## config.mk

```make
export PLATFORM = sky130hd
export DESIGN_NAME = pong_game_engine
export DESIGN_NICKNAME = d
export VERILOG_FILES = /design/src/rtl/pong_game_engine.sv
export SDC_FILE = /design/constraint.sdc
export NUM_CORES = 1
export LEC_CHECK = 0
export ABC_AREA = 1
export CAP_MARGIN = 20
export CORE_UTILIZATION = 57
export DETAILED_ROUTE_END_ITERATION = 12
export GPL_TIMING_DRIVEN = 1
export PLACE_DENSITY = 0.83
export SYNTH_ARGS = -nofsm -noshare
export SYNTH_HDL_FRONTEND = slang
export SYNTH_SLANG_ARGS = --single-unit
export TNS_END_PERCENT = 20
```

## constraint.sdc

```tcl
create_clock -name clk -period 2.9 [get_ports clk]
set_clock_uncertainty 0.05 [all_clocks]
set_input_delay 0.58 -clock clk [delete_from_list [all_inputs] [get_ports clk]]
set_output_delay 0.58 -clock clk [all_outputs]
set_load 0.02 [all_outputs]
```

## src/rtl/pong_game_engine.sv

```systemverilog
// pong_game_engine
//   Game-logic stage for the Pong VGA top level. The scan counters from the
//   sync generator drive it. Once per frame, on the tick, it updates the ball,
//   the player paddle and the rally state. It produces a registered per-pixel
//   colour.
//
// Ports
//   clk            pixel clock, shared with the sync generator
//   reset          synchronous, active-high
//   CounterX [9:0] current pixel x
//   CounterY [8:0] current line y
//   inDisplayArea  high while in the visible region
//   btn_up         paddle up (level)
//   btn_down       paddle down (level)
//   serve          starts a rally from WAIT
//   pix_R/G/B      registered pixel colour, one clk after the counters
//   hits [7:0]     paddle hits in the current rally (saturating)
//   miss           one-clk pulse when the ball leaves past the paddle
//   dbg            FSM state and game registers for observation

package pong_game_engine_pkg;
    typedef enum logic [1:0] {
        ST_WAIT = 2'd0,
        ST_PLAY = 2'd1,
        ST_MISS = 2'd2
    } gameState_t;

    typedef struct packed {
        gameState_t state;
        logic [9:0] ballX;
        logic [8:0] ballY;
        logic       dirRight;
        logic       dirDown;
        logic [8:0] paddleY;
        logic [5:0] missCnt;
    } engineDbg_t;
endpackage

module pong_game_engine
    import pong_game_engine_pkg::*;
#(
    parameter int H_ACTIVE    = 640,
    parameter int V_ACTIVE    = 480,
    parameter int BALL_SIZE   = 8,
    parameter int BALL_SPEED  = 2,
    parameter int PADDLE_X    = 16,
    parameter int PADDLE_W    = 8,
    parameter int PADDLE_H    = 64,
    parameter int PADDLE_STEP = 4,
    parameter int MISS_FRAMES = 60
) (
    input  logic       clk,
    input  logic       reset,
    input  logic [9:0] CounterX,
    input  logic [8:0] CounterY,
    input  logic       inDisplayArea,
    input  logic       btn_up,
    input  logic       btn_down,
    input  logic       serve,
    output logic       pix_R,
    output logic       pix_G,
    output logic       pix_B,
    output logic [7:0] hits,
    output logic       miss,
    output engineDbg_t dbg
);
    // The x arithmetic is one bit wider than the x counter, and the y
    // arithmetic one bit wider than the y counter. Sums near the far walls
    // therefore never wrap.
    localparam logic [10:0] X_ACT   = 11'(H_ACTIVE);
    localparam logic [10:0] X_SPD   = 11'(BALL_SPEED);
    localparam logic [10:0] X_SIZE  = 11'(BALL_SIZE);
    localparam logic [10:0] X_PAD_L = 11'(PADDLE_X);
    localparam logic [10:0] X_PAD_R = 11'(PADDLE_X + PADDLE_W);
    localparam logic [9:0]  Y_ACT   = 10'(V_ACTIVE);
    localparam logic [9:0]  Y_SPD   = 10'(BALL_SPEED);
    localparam logic [9:0]  Y_SIZE  = 10'(BALL_SIZE);
    localparam logic [9:0]  Y_PAD_H = 10'(PADDLE_H);
    localparam logic [9:0]  Y_STEP  = 10'(PADDLE_STEP);
    localparam logic [9:0]  Y_PMAX  = 10'(V_ACTIVE - PADDLE_H);

    gameState_t state, stateNext;
    logic [9:0] ballX, ballXNext;
    logic [8:0] ballY, ballYNext;
    logic       dirRight, dirRightNext;
    logic       dirDown, dirDownNext;
    logic [8:0] paddleY, paddleYNext;
    logic [5:0] missCnt, missCntNext;
    logic [7:0] hitsNext;
    logic       missNext;

    logic [10:0] xW, cx;
    logic [9:0]  yW, pW, cy;
    logic        tick, overlap, hitCond, ballPx, paddlePx, borderPx;

    assign xW = {1'b0, ballX};
    assign yW = {1'b0, ballY};
    assign pW = {1'b0, paddleY};
    assign cx = {1'b0, CounterX};
    assign cy = {1'b0, CounterY};

    // The tick lands in vertical blanking, so the picture never sees a
    // half-updated frame.
    assign tick = (CounterX == 10'd0) && (cy == Y_ACT);

    // The overlap test uses the paddle position from before this tick's move.
    assign overlap = (yW + Y_SIZE > pW) && (yW < pW + Y_PAD_H);
    assign hitCond = !dirRight && (xW >= X_PAD_R) && (xW <= X_PAD_R + X_SPD) && overlap;

    always_comb begin
        stateNext    = state;
        ballXNext    = ballX;
        ballYNext    = ballY;
        dirRightNext = dirRight;
        dirDownNext  = dirDown;
        paddleYNext  = paddleY;
        missCntNext  = missCnt;
        hitsNext     = hits;
        missNext     = 1'b0;

        if (tick) begin
            case ({btn_up, btn_down})
                2'b10:   paddleYNext = (pW < Y_STEP) ? 9'd0 : 9'(pW - Y_STEP);
                2'b01:   paddleYNext = (pW + Y_STEP > Y_PMAX) ? 9'(Y_PMAX) : 9'(pW + Y_STEP);
                default: paddleYNext = paddleY;
            endcase

            case (state)
                ST_WAIT: begin
                    if (serve) begin
                        stateNext = ST_PLAY;
                        hitsNext  = 8'd0;
                    end
                end
                ST_PLAY: begin
                    if (dirRight) begin
                        if (xW + X_SPD + X_SIZE >= X_ACT) begin
                            ballXNext    = 10'(X_ACT - X_SIZE);
                            dirRightNext = 1'b0;
                        end else begin
                            ballXNext = 10'(xW + X_SPD);
                        end
                    end else if (hitCond) begin
                        ballXNext    = 10'(X_PAD_R);
                        dirRightNext = 1'b1;
                        hitsNext     = (hits == 8'hFF) ? hits : hits + 8'd1;
                    end else if (xW < X_SPD) begin
                        stateNext = ST_MISS;
                        missNext  = 1'b1;
                        hitsNext  = 8'd0;
                    end else begin
                        ballXNext = 10'(xW - X_SPD);
                    end

                    if (dirDown) begin
                        if (yW + Y_SPD + Y_SIZE >= Y_ACT) begin
                            ballYNext   = 9'(Y_ACT - Y_SIZE);
                            dirDownNext = 1'b0;
                        end else begin
                            ballYNext = 9'(yW + Y_SPD);
                        end
                    end else if (yW < Y_SPD) begin
                        ballYNext   = 9'd0;
                        dirDownNext = 1'b1;
                    end else begin
                        ballYNext = 9'(yW - Y_SPD);
                    end
                end
                ST_MISS: begin
                    if ({1'b0, missCnt} + 7'd1 == 7'(MISS_FRAMES)) begin
                        stateNext    = ST_WAIT;
                        ballXNext    = 10'(H_ACTIVE / 2);
                        ballYNext    = 9'(V_ACTIVE / 2);
                        dirRightNext = 1'b1;
                        dirDownNext  = 1'b1;
                        missCntNext  = 6'd0;
                    end else begin
                        missCntNext = missCnt + 6'd1;
                    end
                end
                default: stateNext = ST_WAIT;
            endcase
        end
    end

    assign ballPx = (cx >= xW) && (cx < xW + X_SIZE) &&
                    (cy >= yW) && (cy < yW + Y_SIZE) && (state != ST_MISS);
    assign paddlePx = (cx >= X_PAD_L) && (cx < X_PAD_R) &&
                      (cy >= pW) && (cy < pW + Y_PAD_H);
    assign borderPx = (cx == 11'd0) || (cx == X_ACT - 11'd1) ||
                      (cy == 10'd0) || (cy == Y_ACT - 10'd1);

    always_ff @(posedge clk) begin
        if (reset) begin
            state    <= ST_WAIT;
            ballX    <= 10'(H_ACTIVE / 2);
            ballY    <= 9'(V_ACTIVE / 2);
            dirRight <= 1'b1;
            dirDown  <= 1'b1;
            paddleY  <= 9'((V_ACTIVE - PADDLE_H) / 2);
            missCnt  <= 6'd0;
            hits     <= 8'd0;
            miss     <= 1'b0;
            pix_R    <= 1'b0;
            pix_G    <= 1'b0;
            pix_B    <= 1'b0;
        end else begin
            state    <= stateNext;
            ballX    <= ballXNext;
            ballY    <= ballYNext;
            dirRight <= dirRightNext;
            dirDown  <= dirDownNext;
            paddleY  <= paddleYNext;
            missCnt  <= missCntNext;
            hits     <= hitsNext;
            miss     <= missNext;
            pix_R    <= ballPx & inDisplayArea;
            pix_G    <= (ballPx | paddlePx) & inDisplayArea;
            pix_B    <= (ballPx | borderPx) & inDisplayArea;
        end
    end

    assign dbg = '{state: state, ballX: ballX, ballY: ballY, dirRight: dirRight,
                   dirDown: dirDown, paddleY: paddleY, missCnt: missCnt};
endmodule

```

======== After elaboration in Yosys (flattened, before gate mapping) ========
Index checks and enable logic that the tools add are counted.
word-level totals
  bits in registers ....................... 50
  bits of input ports ..................... 25
  output and inout bits ................... 50
  word-level logic and storage cells ...... 136
cells by class
  add/sub/neg operators ................... 14
  order comparisons ....................... 18
  equality and inequality tests ........... 18
  muxes and demuxes ....................... 37
  bitwise logic cells ..................... 7
  reductions and logical operators ........ 30
operators with widths
  cell                   count
  $mux 9                 6
  $mux 10                5
  $mux 8                 5
  $pmux 9 s2             2
  $lt 9x10->1            3
  $ge 10x5->1 const B    2
  $logic_not 10->1       2
  $pmux 10 s2            1
  $eq 9x9->1 const B     2
  $ge 9x9->1             2
  $pmux 8 s2             1
  $logic_and 1x1->1      12
  $ne 2x2->1 const B     6
  $reduce_and 6->1       2
  $add 10x2->11 const B  1
  $add 10x4->11 const B  1
  $add 11x4->11 const B  1
  $ge 11x10->1 const B   1
  $logic_not 11->1       1
  $lt 10x11->1           1
  $add 10x4->10 const B  1
  $add 9x2->10 const B   1
  $add 9x3->10 const B   1
  $add 9x4->10 const B   1
  39 further kinds       63

======== Logic depth before layout (Yosys ltp) ========
  word-level depth ........................ 8
  depth in mapped cells ................... 19
  mapped depth without buffers ............ 19

======== Worst setup path before layout ========
OpenSTA, ideal clock, no wires.
  path type ............................... register -> register
  start ................................... register ballY[6]
  end ..................................... register hits[1]
  library setup time ...................... 0.116 ns
  arrival ................................. 2.588 ns
  required time ........................... 2.734 ns
  setup slack ............................. 0.146 ns
  cell stages (with the launch flop) ...... 17
  path buffers ............................ 1
  period minus slack after synthesis ...... 2.754 ns
  cells stage by stage .................... dfxtp_1 > buf_4 > inv_1 > nor3_2 > nand2_1 > xor2_1 > inv_1 > ha_1 > nand3_1 > nor2_1 > a21oi_2 > nor2_4 > nand2_4 > a21oi_4 > nand2_2 > o21ai_1 > nor2_1
between the ends
  longest elaborated chain between the ends .. 7
  elaborated cells between the ends (all ways) .. 11
  those cells by class .................... add/sub (1); order compare (2); eq/ne (2); mux (3); reduce/logical (3)
RTL lines
  element                 line  text
  start, declared         84    logic [8:0] ballY, ballYNext;
  start signal, assigned  197   ballY <= 9'(V_ACTIVE / 2);
  start signal, assigned  210   ballY <= ballYNext;
  $add 9x4->10            107   assign overlap = (yW + Y_SIZE > pW) && (yW < pW + Y_PAD_H);
  $gt 10x9->1             107
  $logic_and 1x1->1 (*)   107
  $logic_and 1x1->1 (*)   108   assign hitCond = !dirRight && (xW >= X_PAD_R) && (xW <= X_PAD_R + X_SPD) && overlap;
  $mux 8                  143   end else if (hitCond) begin
  $mux 8                  136   if (dirRight) begin
  $pmux 8 s2              128   case (state)
  end signal, assigned    215   hits <= hitsNext;
  end, declared           63    output logic [7:0] hits,
Mark *: on every way between the ends. The rest lies on a longest branch, timed or not. The select of a mux whose other input is x is not followed.
A chain may end at the register's enable or synchronous reset.

======== Worst setup path after layout ========
  start ................................... register ballY[4]
  end ..................................... register hits[3]
The elaborated chain is that of the path after synthesis.

==> flow_summary.toml <==
[global_routing]
grt_start_max_net_pins = 27
grtUsageTotal = 0.326
grt_overflow = 0
grt_antenna_before_repair = 0
grt_pass1_wl_um = 25700
grt_pass1_vias = 5586

[layout]
final_core_utilization = 0.727
layout_commonest_cell = "nand2_1"
stdcell_count = 1038
nNetsFinal = 1029
drive_above_1_share = 0.0903
diodes = 0
fillCellCount = 747
syn_to_final_growth_pct = 21.4
final_cell_mix = "nand2_1, inv_1, nor2_1"
multiInputGateArea_um2 = 3830
ff_latch_area_um2 = 922

[route]
drtAntennaViolNets = 0
post-route-drc-count = 0
drt_iter0_drc = 394
vias_per_cell = 5.65
vias = 5860
wl_per_cell_um = 15.0
drt-pass1-iter-count = 7
drt_wl_total_um = 15500

[sta]
fin_crit_sh = 0.932
drv_slew = 0
tightestPinTransition_ps = 648
max_slew_margin = 0.564
max_freq_mhz = 370
post-route-min-period_ps = 2700
setup_viol = 0
hold_violations = 0

[yosys]
synth-seq-cells = 46
ys.flop_type = "dfxtp_1"
yosysSeqAreaShare = 0.174
yosysWarnings = 0
async_flop_share = 0
synth_edf_count = 0
syn_inst = 836
synth_area_um2 = 5300
yosys.cell_types.count = 48
syn_area_per_cell_um2 = 6.34

[floorplanning]
dieArea_um2 = 9690
core_area_um2 = 8850
rows = 34
die_h_um = 98.4
die_w_um = 98.4
initial_core_util = 0.599
ioPinCount = 75

[clock_network]
htree_levels = 2
holdBufCountCts = 0
cts_num_sinks = 46
cts-root-buf = "clkbuf_8"
cts_buffer_depth = 2
insertion_delay_ps = 310
cts_tree = "yes"
clk_pin_slew_ps = 100
numCtsBuffers = 5

[power_and_ir_drop]
powerDensity_nw_per_um2 = 201
power.switching_w = 0.000330
p_clk_frac = 0.384
comb_power_share = 0.127
pwr-share-seq = 0.488
p_int_w = 0.000963
ir_worst_vdd_mv = 0.265
p_leak_nw = 3.06
sw_frac_of_total = 0.255

[placed_design]
place_congestion = 1.03
port_buffers = 70
dpl.hpwl_um = 12300
dpl.cell_count = 1022

[hold_path]
holdCritPathClass = "flop to flop"
holdPathStages = 2

[worst_setup_path]
cp-end-kind = "flop"
cp.arrival_ps = 2870
path_cells = "nand2_1, nor3_2, nand2_1, xor2_2, inv_1, ha_1, nand3_1, nor2_2, a21oi_2, nor2_4, nand2_4, a21oi_4, buf_12, buf_4, nand4_1, nand2_1, nor2_1"
cp_common_cell = "nand2_1"
cp-start-kind = "flop"
crit_slowest_cell = "dfxtp_2"
slowest_delay_ps = 410
crit_required_ps = 3060
cp_max_fo = 7
path_class = "flop to flop"
reg2regPathDepth = 17

[run]
max_cap_violations = 0

[run_status]
status = "completed"
[per-stage QoR]
| step | power [W] | TNS [ps] | hold slack, ps | area, um^2 | setup WS, ps |
|---|---|---|---|---|---|
| after floorplan | 0.000735 | 0 | 514 | 5310 | 147 |
| after global placement | 0.000804 | -36.1 | 441 | 6210 | -23.9 |
| after detailed placement | 0.000809 | -364 | 451 | 6210 | -103 |
| after CTS | 0.00129 | 0 | 465 | 6320 | 96.2 |
| after global routing | 0.00134 | -1.08 | 500 | 6430 | -1.08 |
| final | 0.00129 | 0 | 464 | 6430 | 197 |
[state kept, by name (all words and copies together), names as in the netlist]
signal	cells
pix_R	1
paddleY	7
hits	8
ballX	9
state	2
dirDown	1
dirRight	1
pix_B	1
miss	1
ballY	8
missCnt	6
pix_G	1
[layer usage]
| layer | global-route usage | vias up | wire length [um] |
|---|---|---|---|
| met5 | 0 | - | 0 |
| met4 | 0.126 | 0 | 454 |
| met3 | 0.0560 | 32 | 997 |
| met2 | 0.589 | 215 | 7640 |
| met1 | 0.383 | 2698 | 6440 |
| li1 | - | 2915 | - |
[power by group through the flow]
stage / combinational [W] / clock [W] / sequential [W]
floorplan: 0.0000876 / 0 / 0.000647
global placement: 0.000157 / 0 / 0.000647
detailed placement: 0.000163 / 0 / 0.000647
CTS: 0.000164 / 0.000499 / 0.000632
global route: 0.000184 / 0.000522 / 0.000632
finish: 0.000165 / 0.000497 / 0.000632
[worst max-delay path, delay by kind of cell (launching register included)]
family	cells	cell delay (ps)
flops	1	410
compound gates	2	300
fa+ha+maj	1	290
xor+xnor	1	160
buf+inv	3	280
simple gates	10	1130
[area by class of cell]
class	instances	share of cell area
multi-input combinational	655	0.595
timing repair buffer	107	0.155
sequential	46	0.143
inverter	114	0.0691
tap	108	0.0210
clock buffer	6	0.0113
clock inverter	2	0.00584
[cells in the mapped netlist (6+ instances only)]
| cell | number | share of area |
|---|---|---|
| nand3_1 | 63 | 0.060 |
| buf_4 | 9 | 0.013 |
| inv_2 | 6 | 0.0042 |
| nor2_1 | 91 | 0.064 |
| dfxtp_1 | 46 | 0.17 |
| clkbuf_1 | 8 | 0.0057 |
| nand4_1 | 24 | 0.028 |
| nor3_1 | 13 | 0.012 |
| nand2_1 | 206 | 0.15 |
| a21oi_1 | 55 | 0.052 |
| ha_1 | 75 | 0.18 |
| o21ai_0 | 32 | 0.030 |
| inv_1 | 104 | 0.074 |
| xor2_1 | 33 | 0.055 |
[cell families (layout without fill, tap and decap cells)]
logic type	count (synthesis)	after routing	synth area share
simple gates	427	427	0.357
xor+xnor	37	37	0.0612
buf+inv	138	229	0.112
compound gates	112	112	0.118
other cells	1	4	0.000708
flops	46	46	0.174
fa+ha+maj	75	75	0.177
[worst paths after layout]
check / startpoint / end / slack, ps
worst max-delay path: ballY[4] / hits[3] / 200
worst min-delay path: missCnt[5] / missCnt[5] / 460
worst max register to register: ballY[4] / hits[3] / 200
worst min register to register: missCnt[5] / missCnt[5] / 460
[timing repair]
action / in CTS / in global routing
endpoints found under the hold margin: 0 / 0
setup buffers: 0 / 8
resized for setup: 0 / 10
endpoints found under the setup margin: 0 / 18
(Power assumes the default switching activity.)
